[config.mk]
export PLATFORM = sky130hd
export DESIGN_NAME = keypad_scanner
export DESIGN_NICKNAME = d
export VERILOG_FILES = /design/src/rtl/keypad_pkg.sv /design/src/rtl/keypad_scanner_sync_2ff.sv /design/src/rtl/keypad_scanner.sv
export SDC_FILE = /design/constraint.sdc
export NUM_CORES = 1
export LEC_CHECK = 0
export ABC_AREA = 1
export ABC_CLOCK_PERIOD_IN_PS = 1500
export BUFFER_PORTS_ARGS = -buffer_cell sky130_fd_sc_hd__buf_4
export CAP_MARGIN = 20
export CORE_MARGIN = 2
export CORE_UTILIZATION = 50
export CTS_BUF_LIST = sky130_fd_sc_hd__clkbuf_2 sky130_fd_sc_hd__clkbuf_4 sky130_fd_sc_hd__clkbuf_8
export DETAILED_ROUTE_END_ITERATION = 6
export HOLD_SLACK_MARGIN = 0.1
export PLACE_DENSITY = 0.78
export SETUP_SLACK_MARGIN = 0.5
export SLEW_MARGIN = 20
export SYNTH_ARGS = -nofsm -noshare
export SYNTH_HDL_FRONTEND = slang
export SYNTH_SLANG_ARGS = --single-unit
[constraint.sdc]
create_clock -name clk -period 1.5 [get_ports clk]
set_clock_uncertainty 0.05 [all_clocks]
set_input_delay 0.3 -clock clk [delete_from_list [all_inputs] [get_ports clk]]
set_output_delay 0.3 -clock clk [all_outputs]
set_load 0.02 [all_outputs]
[src/rtl/keypad_pkg.sv]
// Shared types and constants for the 4x4 matrix keypad scanner.
package keypad_pkg;

    // Scanner FSM states.
    typedef enum logic [1:0] {
        SCAN     = 2'd0,
        DEBOUNCE = 2'd1,
        HELD     = 2'd2
    } state_t;

    // Hex value of each key, indexed by {row, col}; entry 0 is r0/col0.
    localparam logic [15:0][3:0] KEYMAP = {
        4'hD, 4'hE, 4'hF, 4'h0,   // r3: col3..col0
        4'hC, 4'h9, 4'h8, 4'h7,   // r2
        4'hB, 4'h6, 4'h5, 4'h4,   // r1
        4'hA, 4'h3, 4'h2, 4'h1    // r0
    };

    // Active-low column drive pattern for each column index.
    localparam logic [3:0][3:0] COL_N_TABLE = {
        4'b0111, 4'b1011, 4'b1101, 4'b1110
    };

    // Index of the lowest-numbered row that is pulled low (0 when none).
    function automatic logic [1:0] lowest_low_row(input logic [3:0] rows_n);
        logic [1:0] idx;
        idx = 2'd0;
        if (!rows_n[0])      idx = 2'd0;
        else if (!rows_n[1]) idx = 2'd1;
        else if (!rows_n[2]) idx = 2'd2;
        else if (!rows_n[3]) idx = 2'd3;
        return idx;
    endfunction

endpackage

[src/rtl/keypad_scanner_sync_2ff.sv]
// Two-flop synchronizer for asynchronous multi-bit level inputs.
module sync_2ff #(
    parameter int         WIDTH     = 4,
    parameter logic [3:0] RESET_VAL = 4'hF
) (
    input  logic             clk,
    input  logic             rst_n,
    input  logic [WIDTH-1:0] d,
    output logic [WIDTH-1:0] q
);

    logic [WIDTH-1:0] r_meta;
    logic [WIDTH-1:0] r_sync;

    // Two back-to-back flops; released-key level (all ones) out of reset.
    always_ff @(posedge clk or negedge rst_n) begin
        if (!rst_n) begin
            r_meta <= RESET_VAL[WIDTH-1:0];
            r_sync <= RESET_VAL[WIDTH-1:0];
        end else begin
            r_meta <= d;
            r_sync <= r_meta;
        end
    end

    assign q = r_sync;

endmodule

[src/rtl/keypad_scanner.sv]
// 4x4 matrix keypad scanner: column drive, row sampling, debounce,
// valid/ack key presentation and a 32-bit shift-in entry word.
//
// Handshake: key_valid rises on the edge after an accepted key and stays
// high with key_code stable until a cycle with key_ack=1, after which it
// clears on the next edge. key_ack with key_valid=0 is ignored. An accept
// in the same cycle as key_ack wins: key_valid stays 1 with the new code.
module keypad_scanner
    import keypad_pkg::*;
#(
    parameter int SCAN_DIV     = 5000,
    parameter int DEBOUNCE_CNT = 4
) (
    input  logic        clk,
    input  logic        rst_n,
    input  logic [3:0]  row_n,
    output logic [3:0]  col_n,
    output logic        key_valid,
    output logic [3:0]  key_code,
    input  logic        key_ack,
    output logic        key_held,
    output logic        overrun,
    input  logic        clr,
    output logic [31:0] entry,
    output state_t      dbg_state
);

    localparam int DW    = (SCAN_DIV > 1) ? $clog2(SCAN_DIV) : 1;
    localparam int CNT_W = $clog2(DEBOUNCE_CNT + 1);

    logic [3:0]       w_row_s;
    logic [DW-1:0]    r_dwell;
    logic             w_sample;
    logic             w_all_high;

    state_t           r_state;
    state_t           w_state_next;
    logic [1:0]       r_col;
    logic [1:0]       w_col_next;
    logic [CNT_W-1:0] r_cnt;
    logic [CNT_W-1:0] w_cnt_next;
    logic [1:0]       r_row;
    logic [1:0]       w_row_next;
    logic             w_accept;
    logic [3:0]       w_code;

    logic             r_key_valid;
    logic [3:0]       r_key_code;
    logic             r_overrun;
    logic [31:0]      r_entry;

    sync_2ff #(
        .WIDTH     (4),
        .RESET_VAL (4'hF)
    ) u_row_sync (
        .clk   (clk),
        .rst_n (rst_n),
        .d     (row_n),
        .q     (w_row_s)
    );

    assign w_sample   = (r_dwell == DW'(SCAN_DIV - 1));
    assign w_all_high = &w_row_s;

    // Dwell counter: free-running 0..SCAN_DIV-1; every FSM move happens on
    // the wrap, so a column advance always starts with a fresh count.
    always_ff @(posedge clk or negedge rst_n) begin
        if (!rst_n) begin
            r_dwell <= '0;
        end else if (w_sample) begin
            r_dwell <= '0;
        end else begin
            r_dwell <= r_dwell + 1'b1;
        end
    end

    // FSM state register with column, agree/release counter and latched row.
    always_ff @(posedge clk or negedge rst_n) begin
        if (!rst_n) begin
            r_state <= SCAN;
            r_col   <= 2'd0;
            r_cnt   <= '0;
            r_row   <= 2'd0;
        end else begin
            r_state <= w_state_next;
            r_col   <= w_col_next;
            r_cnt   <= w_cnt_next;
            r_row   <= w_row_next;
        end
    end

    // Next-state logic; decisions are only taken at sample points.
    always_comb begin
        w_state_next = r_state;
        w_col_next   = r_col;
        w_cnt_next   = r_cnt;
        w_row_next   = r_row;
        w_accept     = 1'b0;
        if (w_sample) begin
            case (r_state)
                SCAN: begin
                    if (w_all_high) begin
                        w_col_next = r_col + 2'd1;
                    end else begin
                        w_row_next = lowest_low_row(w_row_s);
                        if (DEBOUNCE_CNT == 1) begin
                            w_accept     = 1'b1;
                            w_state_next = HELD;
                            w_cnt_next   = '0;
                        end else begin
                            w_state_next = DEBOUNCE;
                            w_cnt_next   = CNT_W'(1);
                        end
                    end
                end
                DEBOUNCE: begin
                    if (!w_row_s[r_row]) begin
                        if (r_cnt == CNT_W'(DEBOUNCE_CNT - 1)) begin
                            w_accept     = 1'b1;
                            w_state_next = HELD;
                            w_cnt_next   = '0;
                        end else begin
                            w_cnt_next = r_cnt + 1'b1;
                        end
                    end else begin
                        // Bounce: drop the candidate silently and move on.
                        w_state_next = SCAN;
                        w_col_next   = r_col + 2'd1;
                        w_cnt_next   = '0;
                    end
                end
                HELD: begin
                    if (w_all_high) begin
                        if (r_cnt == CNT_W'(DEBOUNCE_CNT - 1)) begin
                            w_state_next = SCAN;
                            w_col_next   = 2'd0;
                            w_cnt_next   = '0;
                        end else begin
                            w_cnt_next = r_cnt + 1'b1;
                        end
                    end else begin
                        w_cnt_next = '0;
                    end
                end
                default: begin
                    w_state_next = SCAN;
                    w_col_next   = 2'd0;
                    w_cnt_next   = '0;
                end
            endcase
        end
    end

    // The accepted code uses the row being latched this cycle, so the
    // single-sample debounce case sees the fresh row.
    assign w_code = KEYMAP[{w_row_next, r_col}];

    // Key presentation, overrun flag and entry word.
    always_ff @(posedge clk or negedge rst_n) begin
        if (!rst_n) begin
            r_key_valid <= 1'b0;
            r_key_code  <= 4'h0;
            r_overrun   <= 1'b0;
            r_entry     <= 32'h0;
        end else begin
            if (w_accept) begin
                r_key_valid <= 1'b1;
                r_key_code  <= w_code;
            end else if (key_ack) begin
                r_key_valid <= 1'b0;
            end

            if (clr) begin
                r_overrun <= 1'b0;
            end else if (w_accept && r_key_valid && !key_ack) begin
                r_overrun <= 1'b1;
            end

            if (clr && w_accept) begin
                r_entry <= {28'h0, w_code};
            end else if (clr) begin
                r_entry <= 32'h0;
            end else if (w_accept) begin
                r_entry <= {r_entry[27:0], w_code};
            end
        end
    end

    assign col_n     = COL_N_TABLE[r_col];
    assign key_valid = r_key_valid;
    assign key_code  = r_key_code;
    assign key_held  = (r_state == HELD);
    assign overrun   = r_overrun;
    assign entry     = r_entry;
    assign dbg_state = r_state;

endmodule

==> run metrics <==
status complete, but fails checks; failing checks setup timing; Routed WL per cell 26.0 um; Pre-antenna DRT Iters 7; Ys Warns 0; # port buffers 52; Hold Vio Cnt, Final 0; crit-path max FO 12; row cnt 28; Netlist cell types 26; post-synthesis mux area share 0%; synthesized cell area 3150 sq um; hold path depth 2; NumNets Final 577; latest clock arrival within the worst-skew pair 0.39 ns; dominant cells by area after synthesis dfrtp_1 48%, nand2_1 14%, dfstp_2 6.7%, nand3_1 5.4%, inv_1 5.0%; chip height 83.3 um; slowest CP cell dfstp_2; clock root buffer clkbuf_8; CTS Buf Count 9; Sink Count 68; Ant. Diodes 0; Max Clock Freq 466 MHz; setup slack after layout -0.644 ns; H-tree levels 3; # setup viols final 64; Pins Over Slew Limit 0; critical path type flip-flop to flip-flop; worst path cell trace buf_6 > nor2_2 > nor2_1 > nand2_1 > nand3_4 > nor3_4 > buf_6 > nor2_4 > buf_12 > nand2_1 > nand2_1; vias in the first global route 3643; DPL Wire Length 5230 um; Post-Synth XOR/XNOR Area 0.835%; post-route ant nets 0; Final GP Congestion 0.864; met1 Usage GRT 39.9%; Setup crit start kind flip-flop; DP Worst Slack -0.270 ns; M3 GR Usage 10.2%; final std cells w/o fill 641; Worst-path clk slew 0.09 ns; register area share after synthesis 54.4%; Post-Syn Nets 383; Crit path required time 1.76 ns; DR vias/cell 6.48; global-route wire length before repair 18700 um; I/O pin count 53; total of max-cap violations 0; #FFs+latches synth 68; Initial DRC Count 733; Die ar. 6940 sq um; min Tclk post-route 2.14 ns; crit-path leading delay family simple AND/OR/NAND/NOR gates; max_slew headroom 72.8%; Initial Util 52.5%; Leak 3.01 nW; Worst R2R Start u_row_sync.q[2]$_DFF_PN1_; Vias 4154; syn_area_per_cell 8.57 sq um; clock buffer depth 2; R2R setup slack -0.64 ns; Compound-Gate Fraction of Synth Area 4.57%; actual slew at the worst max-slew pin 0.406 ns; Synth Area in Simple Gates 29.6%; Inst Count DP 536; DRC violations left 0; global-route usage over all layers 35.2%; gr busiest metal met2; Yosys top cell area share 47.7%; CTS tree done; Mapped Cells 367; main combinational cell family by area after synthesis simple AND/OR/NAND/NOR gates; Die W 83.3 um; P&R area growth vs syn 82.7%; area leader, netlist dfrtp_1; initial antenna violation count 0; min-delay src clr; VDD IR max 0.00137 V; GR Util met2 58.9%; largest net degree at the start of global routing 36; share of cells above drive strength 1 59.9%; post-synthesis adder-cell area fraction 3.18%; RSZ-0062 raised after global routing true; Worst path max stage delay 0.56 ns; Critical Path AT 2.41 ns; hold worst-path end overrun$_DFFE_PN0P_; Reg-to-Reg End entry[17]$_DFFE_PN0P_; Congestion Overflow GR 0; PwrDens 733 nW/um^2; R2R depth 11; worst min path class input port to flip-flop; wirelength, routed 16700 um; core area 5990 sq um; Worst setup EP type flip-flop; buffers and inverters on the worst path 3; Crit path top cell by count nand2_1; Final period util 143%
layout make-up:
type,count,area [sq um]
Clock inverter,7,146
Timing Repair Buffer,192,1800
Clock buffer,9,124
Sequential cell,68,1720
Fill cell,125,240
Tap cell,75,93.8
Inverter,46,205
Multi-Input combinational cell,244,1660
kinds of logic after synthesis:
| family | Yosys count |
|---|---|
| and+or+nand+nor | 207 |
| buffers and inverters | 55 |
| adders and majority gates | 8 |
| AOI/OAI and AO/OA | 26 |
| xor gates and xnor gates | 3 |
| DFF | 68 |
timing repair:
| item | CTS | global route |
|---|---|---|
| setup endpoints to repair | 105 | 111 |
| hold buffers | 5 | 0 |
| gates cloned | 0 | 3 |
| gates resized for setup | 106 | 80 |
| buffers inserted | 50 | 31 |
| pin swaps | 26 | 35 |
| hold endpoints to repair | 56 | 0 |
state kept, by name (all words and copies together) (netlist names), 2 cells and up:
register,count
entry,32
u_row_sync.r_meta,4
u_row_sync.q,4
r_cnt,3
key_code,4
r_dwell,13
r_row,2
dbg_state,2
r_col,2
placed cells by master (no fill, tap or decap), types with 2 or more instances in the layout:
cell type      count
buf_12             4
dlygate4sd3_1      5
nand2_4           10
dfstp_2            8
nor2_4            11
xor2_1             3
clkbuf_8           9
nand2_2           40
bufinv_16          4
clkbuf_16          2
nand2_1           72
nor3_2             2
nand4_1            3
o211ai_1           2
inv_2              9
ha_1               3
o21ai_1            8
nand3_1           19
nand3_4            5
nor2_1            14
o21ai_0            5
inv_6              2
nor2_2             4
a21oi_1            2
nand3_2           20
clkinv_4           2
dfrtp_1           56
nor3_1             5
o21ai_2            5
ha_4               4
buf_4            111
inv_1             27
buf_6             70
dfrtp_2            4
inv_4              8
layer usage:
metal	wire, um	vias to the layer above
met1	5340	1913
met4	1620	0
met5	0	-
li1	-	1544
met3	2130	189
met2	7610	508
through the flow:
step           power, mW  cell area [sq um]  TNS (ns)  hold WS [ns]  util (%)
2_1_floorplan       1.93               3270     -3.37       -0.0456         -
3_3_place_gp        2.01               4130     -6.65         0.142      68.9
3_5_place_dp        2.02               4130     -9.21         0.145      68.9
4_1_cts             4.04               5190     -9.55         0.119      86.6
5_1_grt             4.29               5750    -29.86         0.106      96.0
6_report            4.21               5750    -27.94         0.109      96.0
cell usage after synthesis:
cell,instances
nand2_1,121
dfrtp_1,60
inv_1,42
nand3_1,34
nor2_1,27
o21ai_0,18
nand3_2,10
dfstp_2,8
ha_1,8
nor3_1,7
buf_2,4
inv_2,4
a21oi_1,3
buf_6,3
nand4_1,3
xor2_1,3
clkbuf_1,2
o211ai_1,2
a32oi_1,1
nand2_2,1
nand2_4,1
nor2_2,1
nor2_4,1
nor3_4,1
o21bai_1,1
o31ai_1,1
worst reg2reg max path, delay by kind of cell, from the launching register on:
family        cells  cell delay (ns)
simple gates      8             1.02
flops             1             0.56
buf+inv           3             0.45
report_power, final:
part | total, mW | switching, mW | internal [mW]
clock network | 2.17 | 0.886 | 1.29
logic | 0.180 | 0.112 | 0.0682
registers | 1.86 | 0.00770 | 1.85
total | 4.21 | 1.01 | 3.21
how the worst max path moves through the flow:
stage,start,to,cells past startpoint
floorplan,r_dwell[0]$_DFF_PN0_,entry[3]$_DFFE_PN0P_,11
global placement,u_row_sync.q[0]$_DFF_PN1_,r_col[1]$_DFFE_PN0P_,9
detailed placement,u_row_sync.q[0]$_DFF_PN1_,r_col[0]$_DFFE_PN0P_,9
CTS,u_row_sync.q[2]$_DFF_PN1_,entry[19]$_DFFE_PN0P_,9
global route,r_dwell[5]$_DFF_PN0_,entry[17]$_DFFE_PN0P_,10
finish,u_row_sync.q[2]$_DFF_PN1_,entry[17]$_DFFE_PN0P_,11
(Power assumes the default switching activity.)
